**config.mk**
```make
export PLATFORM = sky130hd
export DESIGN_NAME = prio_enc_scan
export DESIGN_NICKNAME = d
export VERILOG_FILES = /design/src/rtl/prio_enc_pkg.sv /design/src/rtl/prio_enc_core.sv /design/src/rtl/prio_enc_scan.sv
export SDC_FILE = /design/constraint.sdc
export NUM_CORES = 1
export LEC_CHECK = 0
export CAP_MARGIN = 0
export CORE_MARGIN = 4
export CORE_UTILIZATION = 42
export DETAILED_ROUTE_END_ITERATION = 12
export GPL_TIMING_DRIVEN = 0
export HOLD_SLACK_MARGIN = 0.03
export PLACE_DENSITY = 0.76
export SETUP_SLACK_MARGIN = 0.15
export SLEW_MARGIN = 20
export SYNTH_ARGS = -nofsm -noshare
export SYNTH_HDL_FRONTEND = slang
export SYNTH_SLANG_ARGS = --single-unit
```
**constraint.sdc**
```tcl
create_clock -name clk -period 2.1 [get_ports clk]
set_input_delay 0.42 -clock clk [delete_from_list [all_inputs] [get_ports clk]]
set_output_delay 0.42 -clock clk [all_outputs]
set_load 0.1 [all_outputs]
```
**src/rtl/prio_enc_pkg.sv**
```systemverilog
// Shared types and helpers for the priority-encoder family.
// The helper is sized for the widest legal request vector; callers zero-extend.
package prio_enc_pkg;

  localparam int MAX_N = 256;

  typedef enum logic {IDLE = 1'b0, SCAN = 1'b1} scan_state_t;

  // True when at most one bit of vec is set.
  function automatic logic onehot_or_zero(input logic [MAX_N-1:0] vec);
    return (vec & (vec - MAX_N'(1))) == '0;
  endfunction

endpackage

```
**src/rtl/prio_enc_core.sv**
```systemverilog
// Combinational N-input priority encoder; MSB_FIRST selects which end wins.
module prio_enc_core #(
  parameter int N         = 8,
  parameter int MSB_FIRST = 1,
  localparam int W        = $clog2(N)
) (
  input  logic [N-1:0] vec,
  output logic [W-1:0] idx,
  output logic         any
);

  // Later iterations overwrite earlier ones, so the loop direction sets priority.
  always_comb begin
    idx = '0;
    if (MSB_FIRST != 0) begin
      for (int i = 0; i < N; i++) begin
        if (vec[i]) idx = W'(i);
      end
    end else begin
      for (int i = N - 1; i >= 0; i--) begin
        if (vec[i]) idx = W'(i);
      end
    end
  end

  assign any = |vec;

endmodule

```
**src/rtl/prio_enc_scan.sv**
```systemverilog
// Captures a request vector and streams out the index of each set bit in
// priority order, one per accepted beat, with last/none flags.
module prio_enc_scan
  import prio_enc_pkg::*;
#(
  parameter int N         = 8,
  parameter int W         = $clog2(N),
  parameter int MSB_FIRST = 1
) (
  input  logic         clk,
  input  logic         rst_n,
  input  logic         in_valid,
  output logic         in_ready,
  input  logic [N-1:0] in_vec,
  output logic         out_valid,
  input  logic         out_ready,
  output logic [W-1:0] out_idx,
  output logic         out_last,
  output logic         out_none
);

  scan_state_t  state;
  logic [N-1:0] pend;
  logic         zero_f;
  logic [W-1:0] core_idx;
  logic         core_any;
  logic         scan;
  logic         take_in;
  logic         take_out;

  prio_enc_core #(
    .N         (N),
    .MSB_FIRST (MSB_FIRST)
  ) u_core (
    .vec (pend),
    .idx (core_idx),
    .any (core_any)
  );

  assign scan      = (state == SCAN);
  assign out_valid = scan;
  assign out_idx   = scan ? core_idx : '0;
  assign out_none  = scan & zero_f;
  assign out_last  = scan & (zero_f | (core_any & onehot_or_zero(MAX_N'(pend))));

  // Accepting on the final beat lets the next vector follow with no bubble.
  assign in_ready  = !scan | (out_ready & out_last);
  assign take_in   = in_valid & in_ready;
  assign take_out  = scan & out_ready;

  always_ff @(posedge clk or negedge rst_n) begin
    if (!rst_n) begin
      state  <= IDLE;
      pend   <= '0;
      zero_f <= 1'b0;
    end else if (take_in) begin
      state  <= SCAN;
      pend   <= in_vec;
      zero_f <= (in_vec == '0);
    end else if (take_out) begin
      pend <= pend & ~(N'(1) << core_idx);
      if (out_last) state <= IDLE;
    end
  end

endmodule

```
# Yosys cells after proc, flatten, opt, wreduce, memory -nomap -nowiden
# Index checks and enable logic that the tools add are counted.
[classes]
shifts = 1
n_mux = 13
n_addsub = 1
n_bitwise = 11
reduce_logical = 7
[op_table]
columns = ["cell", "n"]
rows = [
  ["$and 8x256->256", 1],
  ["$logic_not 256->1", 1],
  ["$mux 8", 2],
  ["$mux 3", 5],
  ["$sub 8x1->9 const B", 1],
  ["$and 8x8->8", 1],
  ["$logic_not 8->1", 1],
  ["$not 8->8", 1],
  ["$reduce_or 8->1", 1],
  ["$shl 1x3->8 const A", 1],
  ["$and 1x1->1", 6],
  ["$mux 1", 4],
  ["$mux 2", 2],
  ["$reduce_bool 2->1", 2],
  ["$or 1x1->1", 2],
  ["$reduce_and 2->1", 1],
  ["$logic_not 1->1", 1],
]
[totals]
in_bits = 12
regBits = 10
output_inout_bits = 7
wordCells = 36

# Logic depth before layout (Yosys ltp)
[logic_depth]
depth_word = 12
ltp_mapped = 6

# Modules after synthesis
# From an unflattened synthesis, not the netlist that was laid out.
[unflattened]
hier_cells = 83
area_unflattened_um2 = 770.7
[modules_own_cells]
columns = ["mod", "seq_area_each_um2", "cells_each", "area_each_um2", "instances"]
rows = [
  ["prio_enc_scan", 250.2, 71, 704.4, 1],
  ["prio_enc_core", 0.0, 12, 66.3, 1],
]

# Worst setup path before layout
# Ideal clock, no wire load.
[synth_path]
kind = "reg-to-output"
start = "register state (netlist: out_valid)"
end = "output out_last"
t_arrival_ns = 3.645
path_slack_ns = -1.965
path_stages_with_launch = 3
path_cell_list = "dfrtp_1 nand3_1 o31ai_1"
[synth_between]
elab_chain_cells = 1
[synth_rtl]
columns = ["item", "line", "rtl"]
rows = [
  ["start: declaration", "prio_enc_scan.sv:22", "scan_state_t state;"],
  ["start signal: assignment", "prio_enc_scan.sv:53", "state <= IDLE;"],
  ["start signal: assignment", "prio_enc_scan.sv:57", "state <= SCAN;"],
  ["start signal: assignment", "prio_enc_scan.sv:62", "if (out_last) state <= IDLE;"],
  ["$and 1x1->1", "prio_enc_scan.sv:44", "assign out_last = scan & (zero_f | (core_any & onehot_or_zero(MAX_N'(pend))));"],
  ["end: declaration", "prio_enc_scan.sv:18", "output logic out_last,"],
]
# Every way passes these cells.

# Worst setup path in the final report
[layout_path]
start = "register pend[1]"
end = "output in_ready"
[layout_between]
elab_chain_cells = 8
elab_cells_between_ends = 9
[layout_rtl]
columns = ["item", "line", "rtl"]
rows = [
  ["start: declaration", "prio_enc_scan.sv:23", "logic [N-1:0] pend;"],
  ["start signal: assignment", "prio_enc_scan.sv:58", "pend <= in_vec;"],
  ["start signal: assignment", "prio_enc_scan.sv:61", "pend <= pend & ~(N'(1) << core_idx);"],
  ["$sub 8x1->9", "prio_enc_pkg.sv:11", "return (vec & (vec - MAX_N'(1))) == '0;"],
  ["$and 8x256->256", "prio_enc_pkg.sv:11", ""],
  ["$logic_not 256->1", "prio_enc_pkg.sv:11", ""],
  ["$and 1x1->1 (*)", "prio_enc_scan.sv:44", ""],
  ["$or 1x1->1 (*)", "prio_enc_scan.sv:44", ""],
  ["$and 1x1->1 (*)", "prio_enc_scan.sv:44", ""],
  ["$and 1x1->1 (*)", "prio_enc_scan.sv:47", "assign in_ready = !scan | (out_ready & out_last);"],
  ["$or 1x1->1 (*)", "prio_enc_scan.sv:47", ""],
  ["end: declaration", "prio_enc_scan.sv:13", "output logic in_ready,"],
]
# Every way passes the cells marked *; elsewhere a longest branch is shown, timed or not.

==> impl_metrics.ini <==
[synthesis]
yosysUniqueCellTypes = 30
seq_area_frac_synth_pct = 34.6
syn-num-nets = 92
ys_ff_latch = 10
netlist_area_um2 = 723
syn_area_per_cell_um2 = 9.04
async_flop_share_pct = 100
yosysWarnings = 0
syn_inst = 80
yosys_most_used_dff = dfrtp_1
synth_edf_count = 0

[run_status]
violations = setup timing
status = finished with violations

[sta]
rsz0062_at_grt = true
fmax_mhz = 402
finalSetupViolCount = 9
hold_violations = 0
fin_worst_skew_ns = 0.00566
timing.final.crit_share_pct = 118
slew_violations = 0
relSlewSlack_pct = 63.4
min_period_ns = 2.49
worst_slack_ns = -0.387
worst_slew_pin_slew_ns = 0.552

[clocking]
clk_pin_slew_ns = 0.07
cts.sinks = 10
cts.htree.levels = 1
cts_made_buffers = 3
clock_latency_ns = 0.27
cts_tree = yes
clock_tree.root_cell = clkbuf_4
cts_max_path_buffers = 2

[detailed_routing]
drtAntennaViolNets = 0
firstDrtPassIters = 4
vias = 760
drt-initial-drc-count = 17
wl_per_cell_um = 15.9
viasPerCell = 5.76
drt-total-wl_um = 2110
drc_errors = 0

[critical_path]
cp-start-kind = register
r2r_setup_slack_ns = -0.12
r2r_start = pend[1]$_DFFE_PN0P_
worstPathMaxFanout = 4
cp_top_family = simple AND/OR/NAND/NOR gates
cpPeakStageDelay_ns = 0.47
crit_type = register to primary output
timing.rr.end = pend[3]$_DFFE_PN0P_
ff2ff_path_depth = 7
worst_setup_path_end_kind = primary output
slowest_stage = dfrtp_1
cp.arrival_ns = 2.07
cp_num_buf_inv = 1
cp_data_required_time_ns = 1.68
crit_chain = nor4_4, nand3_1, and3b_4, o211ai_1, buf_6

[floorplanning]
dieWidth_um = 49.5
pin_count = 19
start_util_pct = 46.4
coreArea_um2 = 1560
placementRows = 14
die_h_um = 49.5
die_area_um2 = 2450

[final_layout]
finish.utilization_pct = 77.0
drive_gt1_share_pct = 44.0
layout-area-overhead-vs-synth_pct = 66.1
diodes = 0
layout.nets = 129

[grt]
antenna_found_initial = 0
grt_max_degree = 11
grt_usage_pct = 16.7
grt_overflow = 0
grt_pass1_wl_um = 3190
first_global_vias = 695

[min_path]
hold_path_class = input port to asynchronous set/reset pin

[placement]
gp_congestion = 0.855
io_buffers = 18
hpwl_um = 1260

[flow_run]
drv_cap = 0
[cell families after synthesis]
group	share of synthesized area (%)
muxes	11.1
and+or+nand+nor	23.0
buffers and inverters	7.44
AOI/OAI and AO/OA	23.9
DFF	34.6
[cell usage after synthesis (2+ instances only)]
cell,count,share of area [%]
dfrtp_1,10,35
inv_1,10,5.2
nor2_1,8,4.2
a21oi_1,5,3.5
mux2i_1,5,6.9
nand2_1,5,2.6
o21ai_0,5,3.5
nor4_1,3,2.6
mux2_4,2,4.2
nand2b_1,2,1.7
nand3_1,2,1.4
nor2b_1,2,1.7
o211ai_1,2,2.1
o31a_1,2,2.4
o31ai_1,2,2.1
[worst max-delay path by stage]
| stage | start | end | slack (ns) | depth (start not counted) |
|---|---|---|---|---|
| after floorplan | pend[2]$_DFFE_PN0P_ | in_ready | -1.13 | 5 |
| after global placement | pend[2]$_DFFE_PN0P_ | in_ready | -1.08 | 6 |
| after detailed placement | pend[2]$_DFFE_PN0P_ | in_ready | -1.11 | 6 |
| after CTS | pend[3]$_DFFE_PN0P_ | in_ready | -0.34 | 6 |
| after global routing | pend[2]$_DFFE_PN0P_ | in_ready | -0.45 | 6 |
| final | pend[1]$_DFFE_PN0P_ | in_ready | -0.39 | 5 |
[metrics by stage]
step	setup slack [ns]	TNS (ns)	hold WS, ns	area, um^2	cells
after global placement	-1.08	-4.05	0.583	956	114
final	-0.387	-1.22	0.467	1200	132
after floorplan	-1.13	-2.93	0.124	756	80
after detailed placement	-1.11	-4.40	0.586	956	114
after global routing	-0.445	-1.81	0.492	1200	132
after CTS	-0.338	-0.559	0.475	1120	129
[area by class of cell]
| class | count | area (um^2) |
|---|---|---|
| repair buffers | 32 | 332 |
| flip-flops and latches | 10 | 259 |
| clock buffers | 4 | 26.3 |
| fillers | 100 | 358 |
| plain buffers | 2 | 22.5 |
| inverters | 10 | 37.5 |
| well taps | 16 | 20.0 |
| multi-input cells | 58 | 504 |
[flip-flops by register name, indices dropped and copies added (netlist names)]
| register | count |
|---|---|
| zero_f | 1 |
| pend | 8 |
| out_valid | 1 |
[worst reg2reg max path, cell delays in order, from the launching register on]
cell	delay, ns
dfrtp_1	0.47
nor4_4	0.40
nand3_1	0.14
and3b_4	0.24
buf_4	0.14
o41ai_4	0.22
buf_6	0.19
mux2_4	0.30
[what timing repair did]
item                       4_1_cts  5_1_grt
setup endpoints to repair       15       12
pin swaps                        5        7
resized for setup               52       14
hold buffers                     0        0
buffers inserted                11        3
[per-layer routing]
metal	GRT usage, %	share of wire [%]
met1	21.2	44
met2	27.2	51
met3	3.31	4.1
met4	7.83	1.6
met5	0	0
[cells in the final DEF, fill, tap and decap left out, types with 2 or more instances in the layout]
cell and n:
clkdlybuf4s15_2 2, nor2b_1 2, nor4_1 2, buf_6 7, clkdlybuf4s50_1 11, dfrtp_2 4
dfrtp_1 5, a21oi_4 2, a21oi_1 2, o211ai_1 2, inv_1 10, nand2_1 5
nor2_2 2, o21ai_0 4, buf_8 2, mux2i_1 5, clkbuf_4 3, mux2_4 2
nand2b_1 2, o31a_1 2, buf_4 9, buf_12 2, o31ai_4 2, nor2_1 5
Power is not shown: default switching activity piles up to over one toggle a cycle in this logic, so the estimate is an artifact.
